--- src/rtl/uart_pkg.sv ---
// Shared types, sample-point constants and parity helper for the UART receive path.
package uart_pkg;

  typedef enum logic [2:0] {
    IDLE,
    START,
    DATA,
    PARITY,
    STOP,
    BREAK
  } uart_rx_state_t;

  localparam int DEF_OVERSAMPLING = 16;

  // Offsets of the three majority-vote samples around the bit centre M.
  localparam int SAMPLE_OFS_EARLY = -1;
  localparam int SAMPLE_OFS_MID   = 0;
  localparam int SAMPLE_OFS_LATE  = 1;

  // Narrower words are zero-extended by the caller, which leaves the XOR unchanged.
  function automatic logic parity_bit(input logic [7:0] data, input logic odd);
    return (^data) ^ odd;
  endfunction

endpackage

--- src/rtl/uart_rx_sync.sv ---
// Multi-flop synchroniser for an asynchronous, idle-high serial input.
module uart_rx_sync #(
  parameter int SYNC_STAGES = 2
) (
  input  logic clk,
  input  logic rst_n,
  input  logic d,
  output logic q
);

  logic [SYNC_STAGES-1:0] chain;

  // Reset to 1 so a line in its idle state never looks like a start bit.
  always_ff @(posedge clk or negedge rst_n) begin
    if (!rst_n) begin
      chain <= '1;
    end else begin
      chain <= {chain[SYNC_STAGES-2:0], d};
    end
  end

  assign q = chain[SYNC_STAGES-1];

endmodule

--- src/rtl/uart_rx_oversampled.sv ---
// UART receiver: oversampled majority-vote bit recovery, optional parity,
// valid/ready word output with framing, parity and overrun flags.
module uart_rx_oversampled
  import uart_pkg::*;
#(
  parameter int DATA_BITS    = 8,
  parameter int OVERSAMPLING = DEF_OVERSAMPLING,
  parameter int PARITY_EN    = 0,
  parameter int PARITY_ODD   = 0,
  parameter int SYNC_STAGES  = 2
) (
  input  logic                 clk,
  input  logic                 rst_n,
  input  logic                 baud_tick,
  input  logic                 rx,
  output logic [DATA_BITS-1:0] rx_data,
  output logic                 rx_valid,
  input  logic                 rx_ready,
  output logic                 frame_err,
  output logic                 parity_err,
  output logic                 overrun_err,
  output logic                 busy
);

  localparam int CNT_W = $clog2(OVERSAMPLING);
  localparam int BIT_W = $clog2(DATA_BITS);
  localparam int M     = OVERSAMPLING / 2;

  localparam logic [CNT_W-1:0] CNT_EARLY = CNT_W'(M + SAMPLE_OFS_EARLY);
  localparam logic [CNT_W-1:0] CNT_MID   = CNT_W'(M + SAMPLE_OFS_MID);
  localparam logic [CNT_W-1:0] CNT_LATE  = CNT_W'(M + SAMPLE_OFS_LATE);
  localparam logic [CNT_W-1:0] CNT_LAST  = CNT_W'(OVERSAMPLING - 1);
  localparam logic [BIT_W-1:0] BIT_LAST  = BIT_W'(DATA_BITS - 1);
  localparam logic             PAR_ODD   = (PARITY_ODD != 0);

  function automatic logic majority3(input logic a, input logic b, input logic c);
    return (a & b) | (a & c) | (b & c);
  endfunction

  uart_rx_state_t       state, state_next;
  logic [CNT_W-1:0]     cnt, cnt_next;
  logic [BIT_W-1:0]     bit_idx, bit_idx_next;
  logic [DATA_BITS-1:0] shift, shift_next;
  logic                 par_rx, par_rx_next;
  logic                 s_early, s_early_next;
  logic                 s_mid, s_mid_next;
  logic                 rx_s;
  logic                 vote;
  logic                 decide;
  logic                 wrap;
  logic                 par_bad;
  logic                 load_req;
  logic                 frame_err_next;
  logic                 parity_err_next;

  uart_rx_sync #(
    .SYNC_STAGES(SYNC_STAGES)
  ) u_sync (
    .clk  (clk),
    .rst_n(rst_n),
    .d    (rx),
    .q    (rx_s)
  );

  assign vote   = majority3(s_early, s_mid, rx_s);
  assign decide = (cnt == CNT_LATE);
  assign wrap   = (cnt == CNT_LAST);
  assign busy   = (state != IDLE);

  always_comb begin
    state_next      = state;
    cnt_next        = cnt;
    bit_idx_next    = bit_idx;
    shift_next      = shift;
    par_rx_next     = par_rx;
    s_early_next    = s_early;
    s_mid_next      = s_mid;
    par_bad         = 1'b0;
    load_req        = 1'b0;
    frame_err_next  = 1'b0;
    parity_err_next = 1'b0;

    if (baud_tick) begin
      cnt_next = wrap ? '0 : cnt + 1'b1;
      if (cnt == CNT_EARLY) s_early_next = rx_s;
      if (cnt == CNT_MID)   s_mid_next   = rx_s;

      case (state)
        IDLE: begin
          cnt_next = '0;
          if (!rx_s) state_next = START;
        end
        START: begin
          if (decide && vote) begin
            state_next = IDLE;
            cnt_next   = '0;
          end else if (wrap) begin
            state_next   = DATA;
            bit_idx_next = '0;
          end
        end
        DATA: begin
          if (decide) shift_next[bit_idx] = vote;
          if (wrap) begin
            if (bit_idx == BIT_LAST) begin
              state_next = (PARITY_EN != 0) ? PARITY : STOP;
            end else begin
              bit_idx_next = bit_idx + 1'b1;
            end
          end
        end
        PARITY: begin
          if (decide) par_rx_next = vote;
          if (wrap)   state_next  = STOP;
        end
        // Leave at the vote rather than the wrap so a back-to-back start edge is not missed.
        STOP: begin
          if (decide) begin
            par_bad         = (PARITY_EN != 0) && (par_rx != parity_bit(8'(shift), PAR_ODD));
            frame_err_next  = !vote;
            parity_err_next = par_bad;
            load_req        = vote && !par_bad;
            state_next      = vote ? IDLE : BREAK;
            cnt_next        = '0;
          end
        end
        BREAK: begin
          cnt_next = '0;
          if (rx_s) state_next = IDLE;
        end
        default: begin
          state_next = IDLE;
          cnt_next   = '0;
        end
      endcase
    end
  end

  always_ff @(posedge clk or negedge rst_n) begin
    if (!rst_n) begin
      state   <= IDLE;
      cnt     <= '0;
      bit_idx <= '0;
      shift   <= '0;
      par_rx  <= 1'b0;
      s_early <= 1'b1;
      s_mid   <= 1'b1;
    end else begin
      state   <= state_next;
      cnt     <= cnt_next;
      bit_idx <= bit_idx_next;
      shift   <= shift_next;
      par_rx  <= par_rx_next;
      s_early <= s_early_next;
      s_mid   <= s_mid_next;
    end
  end

  // A new word may replace the held one only if the consumer takes the old one this clk.
  always_ff @(posedge clk or negedge rst_n) begin
    if (!rst_n) begin
      rx_data     <= '0;
      rx_valid    <= 1'b0;
      frame_err   <= 1'b0;
      parity_err  <= 1'b0;
      overrun_err <= 1'b0;
    end else begin
      frame_err   <= frame_err_next;
      parity_err  <= parity_err_next;
      overrun_err <= load_req && rx_valid && !rx_ready;
      if (load_req && (!rx_valid || rx_ready)) begin
        rx_data  <= shift;
        rx_valid <= 1'b1;
      end else if (rx_valid && rx_ready) begin
        rx_valid <= 1'b0;
      end
    end
  end

endmodule

--- config.mk ---
export PLATFORM = sky130hd
export DESIGN_NAME = uart_rx_oversampled
export DESIGN_NICKNAME = d
export VERILOG_FILES = /design/src/rtl/uart_pkg.sv /design/src/rtl/uart_rx_sync.sv /design/src/rtl/uart_rx_oversampled.sv
export SDC_FILE = /design/constraint.sdc
export NUM_CORES = 1
export LEC_CHECK = 0
export BUFFER_PORTS_ARGS = -buffer_cell sky130_fd_sc_hd__buf_2
export CAP_MARGIN = 0
export CORE_MARGIN = 5
export CORE_UTILIZATION = 40
export DETAILED_ROUTE_END_ITERATION = 10
export SLEW_MARGIN = 20
export SYNTH_ARGS = -nofsm -noshare
export SYNTH_HDL_FRONTEND = slang
export SYNTH_SLANG_ARGS = --single-unit
--- constraint.sdc ---
create_clock -name clk -period 2.4 [get_ports clk]
set_input_delay 0 -clock clk [delete_from_list [all_inputs] [get_ports clk]]
set_output_delay 0 -clock clk [all_outputs]
set_load 0.01 [all_outputs]
# After elaboration in Yosys (flattened, before gate mapping)

Index checks and enable logic that the tools add are counted.

Bits in registers: 33
Output and inout port bits: 13
Input bits: 5
Word-level logic and storage cells: 90

Add/sub/neg operators: 2
Magnitude comparators: 2
Reductions and logical operators: 20
Muxes and demuxes: 30
Bitwise operators: 5
Eq/ne operators: 20

Operators with widths:

| cell                                                | number |
|---|---|
| two-way mux 3 bit                                   | 13 |
| case mux 3 bit (6 select lines)                     | 1 |
| inequality test 2 bit, second input constant        | 8 |
| == test 4 bit, second input constant                | 3 |
| two-way mux 4 bit                                   | 3 |
| case mux 4 bit (3 select lines)                     | 1 |
| == test 3 bit, second input constant                | 3 |
| two-way mux 1 bit                                   | 9 |
| bitwise mux 8 bit                                   | 1 |
| AND reduction 8 bit                                 | 1 |
| == test 3 x 2 -> 1 bit, second input constant       | 2 |
| logical AND 1 bit                                   | 6 |
| case mux 3 bit (2 select lines)                     | 1 |
| AND reduction 6 bit                                 | 1 |
| adder 4 x 1 -> 4 bit, second input constant         | 1 |
| == test 4 x 3 -> 1 bit, second input constant       | 1 |
| < comparator 3 x 4 -> 1 bit, second input constant  | 1 |
| AND reduction 2 bit                                 | 2 |
| nonzero test 2 bit                                  | 2 |
| adder 3 x 1 -> 3 bit, second input constant         | 1 |
| AND 1 bit                                           | 3 |
| demux 1 bit (select 3 bit)                          | 1 |
| == test 3 x 1 -> 1 bit, second input constant       | 1 |
| >= comparator 3 x 1 -> 1 bit, second input constant | 1 |
| other kinds (9)                                     | 12 |

# Longest topological paths before layout

Gate-level depths: netlist (run 1).

Depth after elaboration: 8
Mapped depth: 7
Mapped depth without buffers: 6

# Cells and area by module

A second synthesis (run 1) with hierarchy kept.

Cells, all modules: 141
Area, all modules: 1659.1 sq um

Modules (own cells, without submodules):

| module              | sequential area each (sq um) | instances | cells each | area an instance (sq um) |
|---|---|---|---|---|
| uart_rx_oversampled | 778.2                        | 1         | 139        | 1606.5 |
| uart_rx_sync        | 52.6                         | 1         | 2          | 52.6 |

# Worst setup path before layout (run 1)

No wires, ideal clock.

Kind: flip-flop to flip-flop
Start: register bit_idx[0]
End: register bit_idx[0]
Clock period less this slack: 1939 ps
Arrival time: 1814 ps
Stages on the path, launching flop included: 7
Path slack: 461 ps
Path buffers: 0
Data required time: 2275 ps
Cell sequence: dfrtp_1 -> ha_1 -> ha_1 -> nor3b_2 -> a21oi_1 -> or4b_4 -> mux2_4

Longest elaborated chain between the ends: 4
Elaborated cells between the ends (all ways): 7

Ends and longest elaborated chain:

| what                            | line                       | source |
|---|---|---|
| from (decl)                     | uart_rx_oversampled.sv:42  | `logic [BIT_W-1:0] bit_idx, bit_idx_next;` |
| from (signal assigned)          | uart_rx_oversampled.sv:151 | `bit_idx <= bit_idx_next;` |
| adder 3 x 1 -> 3 bit            | uart_rx_oversampled.sv:108 | `bit_idx_next = bit_idx + 1'b1;` |
| two-way mux 3 bit               | uart_rx_oversampled.sv:105 | `if (bit_idx == BIT_LAST) begin` |
| two-way mux 3 bit               | uart_rx_oversampled.sv:104 | `if (wrap) begin` |
| case mux 3 bit (2 select lines) | uart_rx_oversampled.sv:88  | `case (state)` |

Several ways; a longest one is shown, not always the timed one. The select of a mux whose other input is x is not followed.
A chain may end at the register's enable or synchronous reset.

# Final worst setup path (run 1)

Same ends and word-level chain as after synthesis.

==> results of run 1 <==
==> final cells by class <==
type	instances	share of cell area
Sequential cell	33	0.440
Multi-Input combinational cell	98	0.413
Timing Repair Buffer	20	0.0609
Clock buffer	5	0.0364
Tap cell	50	0.0331
Clock inverter	3	0.00927
Inverter	4	0.00795
==> final timing paths <==
kind	start	end	slack, ns	cells after the start
worst max-delay path	bit_idx[0]$_DFFE_PN0P_	bit_idx[0]$_DFFE_PN0P_	0.35	6
worst min-delay path	rx_ready	overrun_err$_DFF_PN0_	0.01	3
worst max register to register	bit_idx[0]$_DFFE_PN0P_	bit_idx[0]$_DFFE_PN0P_	0.35	6
worst min register to register	u_sync.chain[0]$_DFF_PN1_	u_sync.chain[1]$_DFF_PN1_	0.36	0
max in group asynchronous	rst_n	rx_data[1]$_DFFE_PN0P_	1.62	2
min in group asynchronous	rst_n	state[2]$_DFFE_PN0P_	0.30	2
==> layout by cell type (no fill, tap or decap), types with 2 or more instances in the layout <==
| cell | count |
|---|---|
| a21boi_0 | 2 |
| a21oi_1 | 2 |
| and3_1 | 4 |
| buf_2 | 16 |
| buf_4 | 2 |
| clkbuf_8 | 5 |
| clkinv_2 | 2 |
| dfrtp_1 | 29 |
| dfstp_2 | 4 |
| dlygate4sd3_1 | 2 |
| ha_1 | 5 |
| inv_1 | 4 |
| mux2_2 | 18 |
| mux2_4 | 3 |
| nand2_1 | 7 |
| nand2b_1 | 2 |
| nand3_1 | 7 |
| nand3b_1 | 2 |
| nand4_1 | 3 |
| nor2_1 | 8 |
| nor3_1 | 2 |
| nor3b_1 | 3 |
| o211ai_1 | 2 |
| o21ai_0 | 3 |
| o221a_2 | 2 |
| o22ai_1 | 4 |
==> cell usage after synthesis, types with 2 or more instances <==
master,number,share of area
buf_2,4,0.012
o22ai_1,4,0.015
a21oi_1,2,0.0060
dfrtp_1,29,0.43
nor3b_1,3,0.013
nand2_1,7,0.016
mux2_4,3,0.027
o21ai_0,3,0.0089
dfstp_2,4,0.063
nor2_1,8,0.018
a21boi_0,2,0.0089
ha_1,5,0.037
clkbuf_1,2,0.0045
and3_1,4,0.015
nand3b_1,2,0.0089
nor3_1,2,0.0060
nand2b_1,2,0.0075
o221a_2,2,0.013
buf_4,2,0.0089
nand4_1,3,0.011
mux2_2,18,0.12
o211ai_1,2,0.0089
nand3_1,7,0.021
inv_1,4,0.0089
==> sequential cells by signal (all words and copies together) (netlist names) <==
register      cells
rx_data           8
shift             8
cnt               4
bit_idx           3
state             3
u_sync.chain      2
frame_err         1
overrun_err       1
rx_valid          1
s_early           1
s_mid             1
==> where the power goes <==
group	switching, W	internal, W	leakage [nW]
Combinational	0.000301	0.000272	0.432
Clock	0.000203	0.000200	0.0439
Sequential	0.000150	0.000671	0.437
Total	0.000654	0.00114	0.913
==> stage by stage <==
step / std cells / worst slack (ns) / power, W
2_1_floorplan: 144 / 0.461 / 0.00127
3_3_place_gp: 203 / 0.408 / 0.00138
3_5_place_dp: 203 / 0.373 / 0.00140
4_1_cts: 213 / 0.347 / 0.00182
5_1_grt: 213 / 0.257 / 0.00192
6_report: 213 / 0.346 / 0.00180
==> metal layers <==
metal	routed length (µm)	share of wire	vias to the layer above
met2	1420	0.47	24
met1	1400	0.47	564
met3	126	0.042	7
met5	0	0	-
li1	-	-	558
met4	55	0.018	0
==> worst max-delay path: stages, from the launching register on <==
cell and delay (ns):
dfrtp_1 0.43, ha_1 0.22, ha_1 0.20, nor3b_2 0.16
a21oi_1 0.05, or4b_4 0.56, mux2_4 0.31
==> cells by family after synthesis <==
family	after synthesis	synth area share
compound gates	19	0.0834
fa+ha+maj	6	0.0432
buf+inv	13	0.0410
flops	33	0.495
mux	22	0.154
other cells	1	0.00223
simple gates	50	0.181
==> repair_timing <==
item | 4_1_cts | 5_1_grt
hold endpoints to repair | 30 | 0
gates resized for setup | 0 | 0
hold buffers | 2 | 0
==> qor.yml, run 1 <==
status: "finished clean"
placed_cell_area_um2: 1780
clk_pin_slew_ns: 0.07
period_share: 0.856
grt_pass1_vias: 1092
synthDistinctLibCells: 44
synth.cell_area_um2: 1680
cp_max_fo: 5
period_needed_ns: 2.05
crit_type: "flip-flop to flip-flop"
syn2layout_area_growth_pct: 12.5
maxCapViolCount: 0
drc_errors: 0
p_leak_nw: 0.913
antenna_cells: 0
grt_util_met2: 0.191
synth-seq-cells: 33
clock_latency_ns: 0.28
skew_ns: 0.00774
wl_mm: 3.00
setup_viol: 0
synth_edf_count: 0
finalHoldViolCount: 0
fillers: 389
power_density_nw_per_um2: 951
cts_tree: "yes"
regArea_um2: 831
h-tree-depth: 2
grt_usage: 0.120
timing.slew.headroom: 0.516
route.antenna.remaining_nets: 0
critical_path_arrival_ns: 2.22
grt_max_degree: 34
synth_nets: 154
dpl.hpwl_mm: 2.11
syn_inst: 144
setup-tns-final_ns: 0
row_count: 23
layout.nets: 172
final_util: 0.469
grt_overflow_total: 0
globalRoute.busiestLayer: "met2"
irDropWorstVdd_mv: 0.450
die_area_um2: 5590
vias_per_cell: 5.41
die_h_um: 74.8
cts-root-buf: "clkbuf_8"
place_congestion: 0.742
grt_pass1_wl_mm: 5.11
clk_path_buf_depth: 2
wl_per_cell_um: 14.1
synth_area_per_cell_um2: 11.7
required_ns: 2.57
cts_setup_buffers: 0
die_w_um: 74.8
async_flop_share: 1.00
io_pins: 18
yosys_warnings: 0
rsz0062_at_grt: "false"
end_kind: "flip-flop"
ys.flop_type: "dfrtp_1"
multi_input_area_um2: 779
initial_core_util: 0.417
numCtsBuffers: 5
fin_area_um2: 1890
dr_total_vias: 1153
use_met3: 0.0374
seq_area_frac_synth: 0.495
holdCritPathClass: "input pin to flip-flop"
worst_slew_pin_slew_ns: 0.725
finalMaxSlewViolations: 0
drtIter0Drc: 46
antenna_found_initial: 0
drive_gt1_frac: 0.350
first_pass_iters: 4
grt_use_met1: 0.148
clock-sinks: 33
portBuffers: 16
core_area_um2: 4030
fmax_ghz: 0.487
whs_ns: 0.0122
startpoint_type: "flip-flop"
Note: power is estimated with default switching activity, not from simulation.
==> run 2, diff against run 1 <==
--- a/config.mk
+++ b/config.mk
@@ -7,10 +7,12 @@
 export LEC_CHECK = 0
 export BUFFER_PORTS_ARGS = -buffer_cell sky130_fd_sc_hd__buf_2
 export CAP_MARGIN = 0
-export CORE_MARGIN = 5
+export CORE_MARGIN = 2
 export CORE_UTILIZATION = 40
 export DETAILED_ROUTE_END_ITERATION = 10
+export MAX_ROUTING_LAYER = met4
 export SLEW_MARGIN = 20
 export SYNTH_ARGS = -nofsm -noshare
 export SYNTH_HDL_FRONTEND = slang
+export SYNTH_HIERARCHICAL = 1
 export SYNTH_SLANG_ARGS = --single-unit
==> qor.yml, run 2 <==
dpl.hpwl_mm: 2.02  # -4.5%
h-tree-depth: 2  # unchanged
end_kind: "flip-flop"
final_common_cell: "dfrtp_1"
drc_errors: 0  # unchanged
syn2layout_area_growth_pct: 14.6
clock-sinks: 33  # unchanged
synth.cell_area_um2: 1660  # -1.2%
worst_slew_pin_slew_ns: 0.716  # -0.00898 ns
cts-root-buf: "clkbuf_8"
timing.slew.headroom: 0.522  # +0.00599
status: "finished clean"
critical_path_arrival_ns: 2.30  # +0.08 ns
cts_tree: "yes"
initial_core_util: 0.415  # -0.00201
core_area_um2: 4000  # -0.71%
crit_type: "flip-flop to flip-flop"
die_area_um2: 4680  # -16%
rsz0062_at_grt: "false"
row_count: 23  # unchanged
vias_per_cell: 5.32  # -1.7%
portBuffers: 16  # unchanged
io_pins: 18  # unchanged
finalMaxSlewViolations: 0  # unchanged
layout.nets: 170  # -1.2%
ff2ff_setup_slack_ns: 0.28  # -0.07 ns
async_flop_share: 1.00  # unchanged
startpoint_type: "flip-flop"
grt_pass1_wl_mm: 4.97  # -2.8%
fmax_ghz: 0.471  # -3.1%
grt_usage: 0.151  # +0.0307
clk_path_buf_depth: 2  # unchanged
grt_overflow_total: 0  # unchanged
holdCritPathClass: "input pin to flip-flop"
synth.top_cells.by_area: "dfrtp_1 (44%), mux2_2 (16%), dfstp_2 (6.3%)"
yosys_warnings: 6  # +6
p_leak_nw: 0.928  # +1.6%
die_w_um: 68.4  # -8.5%
grt_pass1_vias: 1081  # -1.0%
synth-seq-cells: 33  # unchanged
wl_per_cell_um: 13.9  # -1.4%
placed_cell_area_um2: 1760  # -1.1%
antenna_cells: 0  # unchanged
synth_top_cells_by_count: "dfrtp_1 (29), mux2_2 (23), nor2_1 (9)"
setup-tns-final_ns: 0  # unchanged
first_pass_iters: 4  # unchanged
grt_max_degree: 34  # unchanged
fin_area_um2: 1900  # +0.60%
synth_top_area_share: 0.437  # +0.00521
setup_viol: 0  # unchanged
irDropWorstVdd_mv: 0.456  # +1.4%
synth_nets: 151  # -1.9%
antenna_found_initial: 0  # unchanged
required_ns: 2.57  # about the same
maxCapViolCount: 0  # unchanged
power_density_nw_per_um2: 894  # -6.0%
clk_pin_slew_ns: 0.07  # about the same
dr_total_vias: 1123  # -2.6%
finalHoldViolCount: 0  # unchanged
yosysMostFrequentCell: "dfrtp_1"
largest_registers: "rx_data: 8 flops, shift: 8 flops, cnt: 4 flops"
synth_area_per_cell_um2: 11.8  # +0.91%
synthDistinctLibCells: 44  # unchanged
skew_ns: 0.0108  # +0.00303 ns
seq_area_frac_synth: 0.501  # +0.00597
numCtsBuffers: 5  # unchanged
drive_gt1_frac: 0.373  # +0.0230
die_h_um: 68.4  # -8.5%
fillers: 385  # -1.0%
place_congestion: 0.872  # +18%
period_needed_ns: 2.12  # +0.0666 ns
drtIter0Drc: 70  # +52%
cp_max_fo: 10  # +5
syn_inst: 141  # -2.1%
wl_mm: 2.93  # -2.4%
final_cell_mix: "dfrtp_1 (29), mux2_2 (23), buf_2 (16), nor2_1 (9), nand2_1 (8)"
synth_edf_count: 0  # unchanged
period_share: 0.884  # +0.0278
route.antenna.remaining_nets: 0  # unchanged
ys.flop_type: "dfrtp_1"
clock_latency_ns: 0.29  # about the same
yosysTopAreaCell: "dfrtp_1"
-- run 2: cell count changes in the layout (fill, tap and decap cells not counted), sizes merged, moves of 2 or more --
cell	delta
o221a	-2
nand3	-2
nand4	-2
clkbuf	+2
o21ai	-2
clkinv	-2
nor3	+2
o211ai	-3
inv	+2
-- run 2: path summary, 6_finish.rpt --
path | cells past startpoint | to | start
min in group asynchronous | 2 | cnt[3]$_DFFE_PN0P_ | rst_n
setup / recovery | 6 | state[0]$_DFFE_PN0P_ | bit_idx[1]$_DFFE_PN0P_
setup reg to reg | 6 | state[0]$_DFFE_PN0P_ | bit_idx[1]$_DFFE_PN0P_
hold / removal | 3 | overrun_err$_DFF_PN0_ | rx_ready
max in group asynchronous | 2 | cnt[0]$_DFFE_PN0P_ | rst_n
hold reg to reg | 0 | u_sync/chain[1]$_DFF_PN1_ | u_sync/chain[0]$_DFF_PN1_
-- run 2: worst max-delay path: stages, from the launching register on --
cell and delay, ns:
dfrtp_1 0.51, ha_1 0.21, ha_1 0.16, and4_1 0.21, o221ai_2 0.12, a311oi_1 0.41, mux2_2 0.39
-- run 2: power breakdown --
part | switching [W] | internal (W) | total (W) | leakage, nW
sequential | 0.0000928 | 0.000638 | 0.000731 | 0.442
clock | 0.000205 | 0.000338 | 0.000543 | 0.0585
combinational | 0.000236 | 0.000189 | 0.000425 | 0.427
-- run 2: stage by stage --
stage                     setup slack [ns]   util  hold WS (ns)  total power (W)  instances
final                                0.279  0.475        0.0348          0.00170        211
after global routing                 0.141  0.475        0.0700          0.00180        211
after CTS                            0.264  0.475        0.0319          0.00171        211
after detailed placement             0.291  0.441         0.106          0.00116        201
after global placement               0.372  0.441        0.0881          0.00114        201
after floorplan                      0.493      -        -0.296          0.00106        141
-- run 2: cell type report --
cell class	instances	area (µm²)	area share
tap	50	62.6	0.0329
multi-input combinational	94	753	0.396
sequential	33	831	0.437
inverter	6	22.5	0.0118
clock buffer	7	86.3	0.0454
timing repair buffer	20	115	0.0606
clock inverter	1	30.0	0.0158
-- run 2: logic make-up after synthesis --
logic type	count (synthesis)	share of synthesized area
multiplexers	23	0.156
AO/OA/AOI/OAI	17	0.0762
other	1	0.00226
adder cells (fa/ha/maj)	6	0.0437
flip-flops	33	0.501
buffers and inverters	14	0.0452
AND/OR/NAND/NOR	47	0.176
-- run 2: layer usage --
layer	wire, µm	vias up	GRT usage	part of all wire
met5	0	-	-	0
met4	45	0	0.0650	0.015
met3	121	8	0.0543	0.041
met2	1380	27	0.219	0.47
met1	1380	544	0.188	0.47
li1	-	544	-	-
-- run 2: repair_timing --
action                                  in CTS  in global routing
resized for setup                            0                  0
hold endpoints to repair                    30                  0
endpoints found under the setup margin       0                  0
setup buffers                                0                  0
hold buffers                                 2                  0
